File: src/rtl/ws2812_pixel_feeder.sv
// Frame feeder for a WS2812 LED chain: holds one colour register per LED and
// streams brightness-scaled {G,R,B} words to a serializer over a valid/ready handshake.
module ws2812_pixel_feeder #(
  parameter int LED_COUNT = 4,
  parameter int ADDR_W    = 8
) (
  input  logic              clk,
  input  logic              reset,
  input  logic              wr_en,
  input  logic [ADDR_W-1:0] wr_addr,
  input  logic [23:0]       wr_rgb,
  input  logic [7:0]        brightness,
  input  logic              frame_req,
  output logic              busy,
  output logic              px_valid,
  input  logic              px_ready,
  output logic [23:0]       px_data,
  output logic              px_last,
  output logic              frame_done
);

  // state   | meaning
  // IDLE    | waiting for frame_req
  // FETCH   | copy colour register idx into the holding register
  // SCALE   | apply latched brightness, build the {G,R,B} word
  // PRESENT | word offered to the serializer until accepted
  // DONE    | one-cycle frame_done pulse, then back to IDLE
  typedef enum logic [2:0] {IDLE, FETCH, SCALE, PRESENT, DONE} state_t;

  localparam int IDX_W = (LED_COUNT > 1) ? $clog2(LED_COUNT) : 1;
  localparam logic [IDX_W-1:0]  LAST_IDX = IDX_W'(LED_COUNT - 1);
  localparam logic [ADDR_W:0]   LED_CNT_A = (ADDR_W + 1)'(LED_COUNT);

  state_t           state_q, state_d;
  logic [IDX_W-1:0] idx_q, idx_d;
  logic [7:0]       bri_q, bri_d;
  logic [23:0]      hold_q, hold_d;
  logic [23:0]      regs_q [LED_COUNT];
  logic [23:0]      regs_d [LED_COUNT];
  logic [23:0]      px_data_q, px_data_d;
  logic             px_valid_q, px_valid_d;
  logic             px_last_q, px_last_d;
  logic             busy_q, busy_d;
  logic             frame_done_q, frame_done_d;

  logic [IDX_W-1:0] wr_idx;
  logic             wr_ok;
  logic [8:0]       bri_factor;

  assign wr_idx     = wr_addr[IDX_W-1:0];
  assign wr_ok      = wr_en && ({1'b0, wr_addr} < LED_CNT_A);
  assign bri_factor = {1'b0, bri_q} + 9'd1;

  // 255 maps to a factor of 256, so full brightness passes the colour unchanged.
  function automatic logic [7:0] scale_ch(input logic [7:0] c, input logic [8:0] f);
    logic [15:0] prod;
    prod = 16'(c) * 16'(f);
    return prod[15:8];
  endfunction

  always_comb begin
    state_d      = state_q;
    idx_d        = idx_q;
    bri_d        = bri_q;
    hold_d       = hold_q;
    regs_d       = regs_q;
    px_data_d    = px_data_q;
    px_valid_d   = px_valid_q;
    px_last_d    = px_last_q;
    busy_d       = busy_q;
    frame_done_d = 1'b0;

    if (wr_ok) regs_d[wr_idx] = wr_rgb;

    unique case (state_q)
      IDLE: begin
        if (frame_req) begin
          state_d = FETCH;
          idx_d   = '0;
          bri_d   = brightness;
          busy_d  = 1'b1;
        end
      end
      FETCH: begin
        hold_d  = regs_q[idx_q];
        state_d = SCALE;
      end
      SCALE: begin
        px_data_d  = {scale_ch(hold_q[15:8], bri_factor),
                      scale_ch(hold_q[23:16], bri_factor),
                      scale_ch(hold_q[7:0], bri_factor)};
        px_last_d  = (idx_q == LAST_IDX);
        px_valid_d = 1'b1;
        state_d    = PRESENT;
      end
      PRESENT: begin
        if (px_ready) begin
          px_valid_d = 1'b0;
          if (px_last_q) begin
            state_d      = DONE;
            busy_d       = 1'b0;
            frame_done_d = 1'b1;
          end else begin
            idx_d   = idx_q + 1'b1;
            state_d = FETCH;
          end
        end
      end
      DONE:    state_d = IDLE;
      default: state_d = IDLE;
    endcase
  end

  always_ff @(posedge clk) begin
    if (reset) begin
      state_q      <= IDLE;
      idx_q        <= '0;
      bri_q        <= '0;
      hold_q       <= '0;
      regs_q       <= '{default: '0};
      px_data_q    <= '0;
      px_valid_q   <= 1'b0;
      px_last_q    <= 1'b0;
      busy_q       <= 1'b0;
      frame_done_q <= 1'b0;
    end else begin
      state_q      <= state_d;
      idx_q        <= idx_d;
      bri_q        <= bri_d;
      hold_q       <= hold_d;
      regs_q       <= regs_d;
      px_data_q    <= px_data_d;
      px_valid_q   <= px_valid_d;
      px_last_q    <= px_last_d;
      busy_q       <= busy_d;
      frame_done_q <= frame_done_d;
    end
  end

  assign busy       = busy_q;
  assign px_valid   = px_valid_q;
  assign px_data    = px_data_q;
  assign px_last    = px_last_q;
  assign frame_done = frame_done_q;

endmodule
File: config.mk
export PLATFORM = sky130hd
export DESIGN_NAME = ws2812_pixel_feeder
export DESIGN_NICKNAME = d
export VERILOG_FILES = /design/src/rtl/ws2812_pixel_feeder.sv
export SDC_FILE = /design/constraint.sdc
export NUM_CORES = 1
export LEC_CHECK = 0
export BUFFER_PORTS_ARGS = -buffer_cell sky130_fd_sc_hd__buf_2
export CAP_MARGIN = 25
export CELL_PAD_IN_SITES_DETAIL_PLACEMENT = 1
export CELL_PAD_IN_SITES_GLOBAL_PLACEMENT = 2
export CORE_MARGIN = 4
export CORE_UTILIZATION = 35
export DETAILED_ROUTE_END_ITERATION = 16
export PLACE_DENSITY_LB_ADDON = 0.3
export SLEW_MARGIN = 0
export SYNTH_ARGS = -nofsm -noshare
export SYNTH_HDL_FRONTEND = slang
export SYNTH_SLANG_ARGS = --single-unit
File: constraint.sdc
create_clock -name clk -period 6.7 [get_ports clk]
set_input_delay 1.005 -clock clk [delete_from_list [all_inputs] [get_ports clk]]
set_output_delay 1.005 -clock clk [all_outputs]
set_load 0.005 [all_outputs]
Word-level counts from Yosys, hierarchy flattened
Cells that the tools add are included.
{"block": "op_classes", "addsub": 2, "multipliers": 3, "order_cmp": 4, "eq_ne": 8, "muxes": 21, "bitwise_logic": 4, "n_reduce_logical": 11}
{"cell": "96-bit bitwise mux", "n": 1}
{"cell": "24-bit two-way mux", "n": 3}
{"cell": "24-bit binary-select mux with 2-bit select", "n": 1}
{"cell": "24-bit demux with 2-bit select", "n": 1}
{"cell": "8-bit by 9-bit multiplier with 16-bit output", "n": 3}
{"cell": "3-bit case mux with 4 select lines", "n": 1}
{"cell": "8-bit by 1-bit adder with 9-bit output, second input constant", "n": 1}
{"cell": "3-bit two-way mux", "n": 3}
{"cell": "8-bit by 3-bit less-than comparator with 1-bit output, second input constant", "n": 1}
{"cell": "2-bit != test, second input constant", "n": 4}
{"cell": "4-bit AND reduction", "n": 2}
{"cell": "3-bit by 2-bit == test with 1-bit output, second input constant", "n": 2}
{"cell": "3-bit >= comparator, second input constant", "n": 2}
{"cell": "2-bit two-way mux", "n": 3}
{"cell": "2-bit inverter with 3-bit output", "n": 2}
{"cell": "2-bit AND reduction", "n": 3}
{"cell": "1-bit two-way mux", "n": 5}
{"cell": "1-bit case mux with 2 select lines", "n": 2}
{"cell": "2-bit case mux with 2 select lines", "n": 1}
{"cell": "2-bit nonzero test", "n": 2}
{"cell": "3-bit by 1-bit == test with 1-bit output, second input constant", "n": 1}
{"cell": "3-bit logical NOT", "n": 1}
{"cell": "3-bit by 1-bit less-than comparator with 1-bit output, second input constant", "n": 1}
{"cell": "3-bit OR reduction", "n": 1}
{"cell": "other kinds (4)", "n": 6}
{"block": "totals", "register_bits": 161, "in_bits": 45, "output_inout_bits": 28}

Longest topological paths before layout
Gate-level depths: netlist of run 1.
{"block": "depth", "word_depth": 6, "mapped_depth": 21, "ltp_nobuf": 20}

Worst setup path after synthesis of run 1
Ideal clock, no wire load.
{"block": "synth_timing", "kind": "flip-flop to flip-flop", "startpoint": "reg bri_q[0]", "endpoint": "reg px_data_q[7], in the netlist px_data[7]", "setup_time_ns": 0.062, "arrival_ns": 5.229, "t_required_ns": 6.638, "setup_slack_ns": 1.408, "stages_incl_launch_ff": 22, "cell_sequence": "dfxtp_1 -> ha_1 -> nand2_1 -> nor2_1 -> xor2_1 -> clkbuf_1 -> nand2_1 -> fa_1 -> inv_1 -> fa_1 -> fa_1 -> inv_1 -> fa_1 -> inv_1 -> ha_1 -> a21oi_1 -> o21ai_0 -> a311oi_2 -> a21oi_2 -> a31o_1 -> or4_1 -> nand3_1"}
{"block": "synth_between", "elab_chain_cells": 2}
{"element": "from (decl)", "line": "36", "rtl": "logic [7:0] bri_q, bri_d;"}
{"element": "from (signal assigned)", "line": "129", "rtl": "bri_q <= bri_d;"}
{"element": "8-bit by 1-bit adder with 9-bit output", "line": "52", "rtl": "assign bri_factor = {1'b0, bri_q} + 9'd1;"}
{"element": "8-bit by 9-bit multiplier with 16-bit output", "line": "57", "rtl": "prod = 16'(c) * 16'(f);"}
{"element": "to (signal assigned)", "line": "132", "rtl": "px_data_q <= px_data_d;"}
{"element": "to (decl)", "line": "40", "rtl": "logic [23:0] px_data_q, px_data_d;"}
Every way passes these cells.
A chain may end at the register's enable or synchronous reset.

Final worst setup path of run 1
{"block": "layout_timing", "startpoint": "reg bri_q[2]", "endpoint": "reg px_data_q[23], in the netlist px_data[23]"}
The elaborated chain is that of the path after synthesis.

==> impl_metrics.env, run 1 <==
export IMPL_yosys_warnings=0
export IMPL_core_mm2=0.03566
export IMPL_path_clk_slew_ps=80
export IMPL_clock_sinks=161
export IMPL_start_util_pct=35.54
export IMPL_grt_busiest_layer="met2"
export IMPL_finClkSkew_ps=15.77
export IMPL_placed_cell_area_mm2=0.01347
export IMPL_critical_path_cell_chain="nand3_1 > nor2_1 > xor2_1 > buf_4 > nand2_1 > fa_1 > fa_1 > inv_1 > fa_1 > inv_1 > fa_1 > inv_1 > ha_1 > a2111oi_2 > o31ai_1 > a221oi_2 > o21ai_2 > o31ai_2 > xnor2_1 > o21ai_1"
export IMPL_drtAntennaViolNets=0
export IMPL_vias=9856
export IMPL_syn_num_nets=1735
export IMPL_avgSynthCellArea_um2=8.610
export IMPL_grt_pass1_wl_um=57500
export IMPL_tritoncts="yes"
export IMPL_area_growth_syn_to_layout_pct=11.08
export IMPL_die_height_um=198.3
export IMPL_synth_edf_count=0
export IMPL_globalplace_congestion=0.7737
export IMPL_post_route_min_period_ps=5567
export IMPL_use_met1_pct=24.19
export IMPL_critPathArrivalTime_ps=5860
export IMPL_numCtsBuffers=17
export IMPL_die_area_mm2=0.03932
export IMPL_grt_antenna_before_repair=0
export IMPL_drt_pass1_iter_count=4
export IMPL_crit_family="adder cells"
export IMPL_rsz0062_at_grt="no"
export IMPL_power_density_mw_per_mm2=152.8
export IMPL_path_common_cell="fa_1"
export IMPL_finalInstanceArea_mm2=0.01408
export IMPL_relSlewSlack_pct=32.57
export IMPL_rows=69
export IMPL_async_reset_ff_share_pct=0
export IMPL_maxCapViolations=0
export IMPL_crit_path_max_fanout=24
export IMPL_htreeDepth=4
export IMPL_netlist_instances=1472
export IMPL_synth_seq_cells=161
export IMPL_grt_total_usage_pct=18.45
export IMPL_cpPeakStageDelay_ps=560
export IMPL_diodes=0
export IMPL_synth_area_mm2=0.01267
export IMPL_layout_nets=1766
export IMPL_insertion_delay_ps=460
export IMPL_yosys_area_top_type="dfxtp_1"
export IMPL_end_kind="flop"
export IMPL_numPortBuffers=72
export IMPL_cts_resized=0
export IMPL_num_io_pins=73
export IMPL_cts_setup_buffers=0
export IMPL_crit_required_ps=6990
export IMPL_grt_util_met3_pct=1.855
export IMPL_drt_first_iter_violations=367
export IMPL_clock_path_buffers=2
export IMPL_critPathLaunchType="flop"
export IMPL_grt_pass1_vias=10864
export IMPL_clock_root_buffer="clkbuf_16"
export IMPL_tightest_slew_ps=1011
export IMPL_max_freq_mhz=179.6
export IMPL_irDropWorstVdd_mv=0.1814
export IMPL_fin_crit_sh_pct=83.08
export IMPL_synthFlopType="dfxtp_1"
export IMPL_path_buf_inv=4
export IMPL_grt_ovfl_total=0
export IMPL_fp_dieW_um=198.3
export IMPL_totalWireLength_um=34750
export IMPL_synth_top_area_share_pct=25.43
export IMPL_final_util_pct=39.48
export IMPL_slew_viol_final=0
export IMPL_final_hold_viol_count=0
export IMPL_via_per_inst=4.985
export IMPL_synth_seq_area_share_pct=25.43
export IMPL_synth_area_leaders="dfxtp_1, fa_1, nand2_1"
export IMPL_hold_path_class="flop to flop"
export IMPL_drc=0
export IMPL_run_status="complete, no violations"
export IMPL_grt_use_met2_pct=32.97
export IMPL_critPathKind="flop to flop"
export IMPL_drive_gt1_share_pct=11.35
export IMPL_cts_hold_buf=0
export IMPL_p_leak_nw=6.357
export IMPL_avgRoutedWirePerCell_um=17.58
export IMPL_finalSetupViolations=0
export IMPL_tns_ps=0
export IMPL_grt_max_degree=83
export IMPL_slowest_stage="fa_1"
export IMPL_place_hpwl_um=25300
export IMPL_synth_distinct_cells=62
cell families after synthesis:
family,count (synthesis),share of synthesized area (%)
compound gates,213,9.685
xor+xnor,35,2.419
fa+ha+maj,218,28.63
buf+inv,241,7.582
flops,161,25.43
mux,24,4.265
simple gates,580,21.99
worst reg2reg max path: stages (launching register included):
cell and delay, ps:
dfxtp_1 430, nand3_1 170, nor2_1 210, xor2_1 170, buf_4 310, nand2_1 140
fa_1 520, fa_1 560, inv_1 60, fa_1 470, inv_1 50, fa_1 470
inv_1 40, ha_1 320, a2111oi_2 320, o31ai_1 210, a221oi_2 400, o21ai_2 150
o31ai_2 210, xnor2_1 140, o21ai_1 70
cell usage after synthesis, types with 5 or more instances:
library cell  instances
nor2_1               14
and2_1              142
nand2b_1              7
a21oi_1             154
and3_1                5
fa_1                120
xor2_1               12
buf_2                15
o21ai_0              16
nor2b_1              21
clkbuf_1             58
a21o_1                9
nand3_1              11
mux4_2               24
inv_1               158
ha_1                 98
nor3_1                8
dfxtp_1             161
nand2_1             342
xnor2_1              23
registers in the layout, indices dropped and copies added (netlist names):
signal and count:
state_q 3, px_last 1, px_data 24, px_valid 1
frame_done 1, idx_q 2, regs_q 96, busy 1
hold_q 24, bri_q 8
layout make-up:
cell class,instances,area [um2]
inverters,158,593.1
multi-input cells,1070,8494
fillers,4199,21580
clock buffers,18,439.2
clock inverters,14,166.4
flip-flops and latches,161,3224
well taps,461,576.8
repair buffers,95,583.1
stage by stage:
| stage | std cells | hold WS [ps] | power [mW] | setup WS [ps] |
|---|---|---|---|---|
| floorplan | 1472 | 428.7 | 1.061 | 1408 |
| global placement | 1941 | 434.7 | 1.129 | 1268 |
| detailed placement | 1945 | 442.4 | 1.131 | 1125 |
| CTS | 1977 | 453.8 | 2.186 | 1078 |
| global route | 1977 | 468.0 | 2.234 | 762.0 |
| finish | 1977 | 450.8 | 2.152 | 1133 |
cells in the final DEF, fill, tap and decap left out, drive strengths merged, types with 4 or more instances in the layout:
master,n
nand2,342
o21ai,20
nor2b,21
and3,5
fa,120
nor3,9
ha,98
xnor2,23
nand4,4
a21oi,156
a21o,9
mux4,24
nand3,11
inv,167
buf,95
and2,142
nand2b,8
xor2,12
dfxtp,161
clkbuf,18
o31ai,5
nor2,16
final timing paths:
check	from	endpoint	slack [ps]	cells past startpoint
worst max register to register	bri_q[2]	px_data[23]	1130	20
worst max-delay path	bri_q[2]	px_data[23]	1130	20
worst min register to register	px_data[21]	px_data[21]	450	2
worst min-delay path	px_data[21]	px_data[21]	450	2
per-layer routing:
layer | vias up | part of all wire [%]
li1 | 4768 | -
met1 | 4987 | 47
met2 | 80 | 50
met3 | 21 | 1.6
met4 | 0 | 1.1
met5 | - | 0
power breakdown:
group | switching (mW) | internal [mW]
Sequential | 0.0106 | 0.964
Combinational | 0.0970 | 0.0344
Clock | 0.472 | 0.573
Note: power is estimated with default switching activity, not from simulation.
==> inputs of run 2 (changes only) <==
- ABC_AREA: default -> 1
- CORE_UTILIZATION: 35 -> 33
- clock period: 6.7 -> 4.7 ns (I/O delays scaled with it)
==> run 2 against run 1 <==
- the run now ends with negative setup slack left
- largest cell class unchanged
- power rose to 3.3 times the previous value
- synthesized cell count rose by 28%
- maximum frequency rose by 18%
- clock power rose by 34%
- final area rose by 17%
- clock skew rose by 2.0 ps
- non-clock buffer count rose by 70
- final cell count rose by 28%
- critical path depth rose by 3
- sequential power rose by 80%
==> impl_metrics.env, run 2 <==
export IMPL_tightest_slew_ps=853.9
export IMPL_numPortBuffers=72
export IMPL_path_buf_inv=6
export IMPL_yosys_mux_area_fraction_pct=0
export IMPL_die_height_um=208.7
export IMPL_r2r_slack_ps=-10
export IMPL_layout_nets=2251
export IMPL_critical_path_cell_chain="ha_4 > nand2_4 > nor2_4 > inv_2 > o21ai_2 > and2_4 > clkinv_8 > buf_12 > nor2_2 > fa_1 > fa_1 > fa_1 > inv_1 > fa_1 > inv_1 > ha_4 > nand2_2 > nor4_2 > nand2_1 > nand3_1 > nand3_1 > nand2_1 > inv_1"
export IMPL_multiInputGateArea_mm2=0.009485
export IMPL_yosysMostFrequentCell="inv_1"
export IMPL_max_freq_mhz=212.3
export IMPL_synth_area_mm2=0.01329
export IMPL_grt_pass1_vias=13024
export IMPL_numCtsBuffers=17
export IMPL_grt_max_degree=59
export IMPL_placed_cell_area_mm2=0.01455
export IMPL_start_util_pct=33.38
export IMPL_avgRoutedWirePerCell_um=17.30
export IMPL_drtAntennaViolNets=0
export IMPL_largest_register_ffs=96
export IMPL_async_reset_ff_share_pct=0
export IMPL_insertion_delay_ps=450
export IMPL_avgSynthCellArea_um2=7.056
export IMPL_synth_seq_cells=161
export IMPL_r2r_start="bri_q[1]"
export IMPL_netlist_instances=1884
export IMPL_end_kind="flop"
export IMPL_vias=12310
export IMPL_place_hpwl_um=31910
export IMPL_drt_pass1_iter_count=4
export IMPL_final_cell_mix="inv_1, nor2_1, nand2_1"
export IMPL_path_clk_slew_ps=70
export IMPL_core_mm2=0.03982
export IMPL_fp_dieW_um=208.7
export IMPL_layout_commonest_cell="inv_1"
export IMPL_finalSetupViolations=3
export IMPL_num_io_pins=73
export IMPL_relSlewSlack_pct=42.99
export IMPL_violations="negative setup slack"
export IMPL_sw_frac_of_total_pct=45.54
export IMPL_maxCapViolations=0
export IMPL_seqPwrFrac_pct=24.4
export IMPL_critPathKind="flop to flop"
export IMPL_fillerInstances=4962
export IMPL_crit_required_ps=5050
export IMPL_clock_path_buffers=2
export IMPL_grt_ovfl_total=0
export IMPL_diodes=0
export IMPL_final_cells=2526
export IMPL_clock_root_buffer="clkbuf_16"
export IMPL_grt_busiest_layer="met2"
export IMPL_post_route_min_period_ps=4711
export IMPL_dp_slack_ps=-291.2
export IMPL_synth_area_leaders="dfxtp_1, fa_1, inv_1"
export IMPL_run_status="finished with violations"
export IMPL_slew_viol_final=0
export IMPL_largest_register="regs_q"
export IMPL_fin_crit_sh_pct=100.2
export IMPL_finalInstanceArea_mm2=0.01647
export IMPL_grt_total_usage_pct=19.48
export IMPL_synth_distinct_cells=27
export IMPL_drc=0
export IMPL_synth_simple_gate_area_share_pct=20.90
export IMPL_hold_depth=2
export IMPL_grt_util_met3_pct=2.762
export IMPL_p_leak_nw=7.738
export IMPL_drive_gt1_share_pct=19.54
export IMPL_cts_hold_buf=0
export IMPL_globalplace_congestion=0.8184
export IMPL_slowest_stage="fa_1"
export IMPL_drt_first_iter_violations=511
export IMPL_synth_compound_area_share_pct=14.75
export IMPL_internal_power_mw=3.902
export IMPL_critPathLaunchType="flop"
export IMPL_area_growth_syn_to_layout_pct=23.86
export IMPL_rsz0062_at_grt="yes"
export IMPL_placed_cells=2469
export IMPL_grt_antenna_before_repair=0
export IMPL_synth_top_family_by_area="adder cells"
export IMPL_syn_num_nets=2147
export IMPL_synthFlopType="dfxtp_1"
export IMPL_final_hold_viol_count=0
export IMPL_yosys_area_top_type="dfxtp_1"
export IMPL_switchingPower_mw=3.263
export IMPL_power_density_mw_per_mm2=435.2
export IMPL_die_area_mm2=0.04356
export IMPL_rows=73
export IMPL_r2r_end="px_data[6]"
export IMPL_totalWireLength_um=43690
export IMPL_synthTopCellsByCount="inv_1, nor2_1, nand2_1"
export IMPL_min_from="regs_q[78]"
export IMPL_use_met1_pct=25.26
export IMPL_grt_pass1_wl_um=69090
export IMPL_crit_path_max_fanout=7
export IMPL_synth_seq_area_share_pct=24.24
export IMPL_setup_slack_ps=-10.73
export IMPL_cpPeakStageDelay_ps=500
export IMPL_via_per_inst=4.873
export IMPL_irDropWorstVdd_mv=0.2535
export IMPL_worstRegToRegCells=23
export IMPL_power_frac_comb_pct=55.9
export IMPL_yosys_area_share_adder_pct=27.29
export IMPL_crit_family="adder cells"
export IMPL_seq_area_mm2=0.003232
export IMPL_clockPowerShare_pct=19.7
export IMPL_worstHoldEndpoint="regs_q[78]"
export IMPL_yosys_warnings=0
export IMPL_htreeDepth=4
export IMPL_clock_sinks=161
export IMPL_tritoncts="yes"
export IMPL_synth_top_area_share_pct=24.24
export IMPL_finClkSkew_ps=17.79
export IMPL_cp_depth=23
export IMPL_critPathArrivalTime_ps=5060
export IMPL_hold_path_class="flop to flop"
export IMPL_synth_xor_area_share_pct=0.5929
export IMPL_synth_edf_count=0
export IMPL_path_common_cell="fa_1"
export IMPL_grt_use_met2_pct=34.29
run 2: changes by cell type after synthesis, moves of 25 or more:
cell     delta
nand2_1    -74
nand4_1    +25
nand3_1    +40
nor2_1    +310
and2_1    -141
inv_1     +184
o21ai_0   +195
run 2: kinds of logic after synthesis:
group / Yosys count
buf+inv: 425
flops: 161
xor+xnor: 9
fa+ha+maj: 218
compound gates: 383
simple gates: 688
run 2: how the worst max path moves through the flow:
stage / from / end / slack [ps]
floorplan: bri_q[1] / px_data[12] / 7
finish: bri_q[1] / px_data[6] / -10
global placement: bri_q[0] / px_data[1] / -130
detailed placement: bri_q[0] / px_data[6] / -290
CTS: bri_q[2] / px_data[23] / 0.9
global route: bri_q[0] / px_data[12] / -210
run 2: what timing repair did:
item / CTS / global route
resized for setup: 53 / 239
pin swaps: 13 / 111
cloned: 1 / 1
setup buffers: 1 / 21
endpoints found under the hold margin: 0 / 0
setup endpoints to repair: 24 / 24
run 2: worst reg2reg max path, stage by stage, from the launching register on:
cell	delay, ps
dfxtp_4	380
ha_4	160
nand2_4	60
nor2_4	120
inv_2	80
o21ai_2	150
and2_4	210
clkinv_8	90
buf_12	160
nor2_2	100
fa_1	440
fa_1	480
fa_1	500
inv_1	50
fa_1	480
inv_1	70
ha_4	320
nand2_2	110
nor4_2	290
nand2_1	110
nand3_1	80
nand3_1	70
nand2_1	80
inv_1	30
run 2: metrics by stage:
step / utilization [%] / hold slack [ps] / total power [mW] / TNS, ps
finish: 41.35 / 455.4 / 7.165 / -24.90
global route: 41.35 / 471.4 / 7.764 / -2662
CTS: 38.50 / 458.5 / 6.517 / 0
detailed placement: 36.54 / 447.5 / 4.888 / -3752
global placement: 36.54 / 437.7 / 4.830 / -925.4
floorplan: - / 429.7 / 3.702 / 0
run 2: layout make-up:
type	instances	area share, %
clock inverters	12	0.7371
repair buffers	165	7.318
inverters	345	8.009
clock buffers	20	2.713
multi-input cells	1298	57.61
well taps	525	3.989
flip-flops and latches	161	19.63
run 2: power by group through the flow:
stage                     Combinational, mW  Clock [mW]  Sequential (mW)
after floorplan                        1.98           0             1.73
after global placement                 3.07           0             1.76
after detailed placement               3.12           0             1.77
after CTS                              3.32        1.45             1.74
after global routing                   4.48        1.51             1.78
final                                  4.01        1.41             1.75
run 2: metal layers:
| layer | part of all wire (%) | wire (um) |
|---|---|---|
| met1 | 45 | 19830 |
| met2 | 50 | 22010 |
| met3 | 2.4 | 1027 |
| met4 | 1.9 | 825 |
| met5 | 0 | 0 |
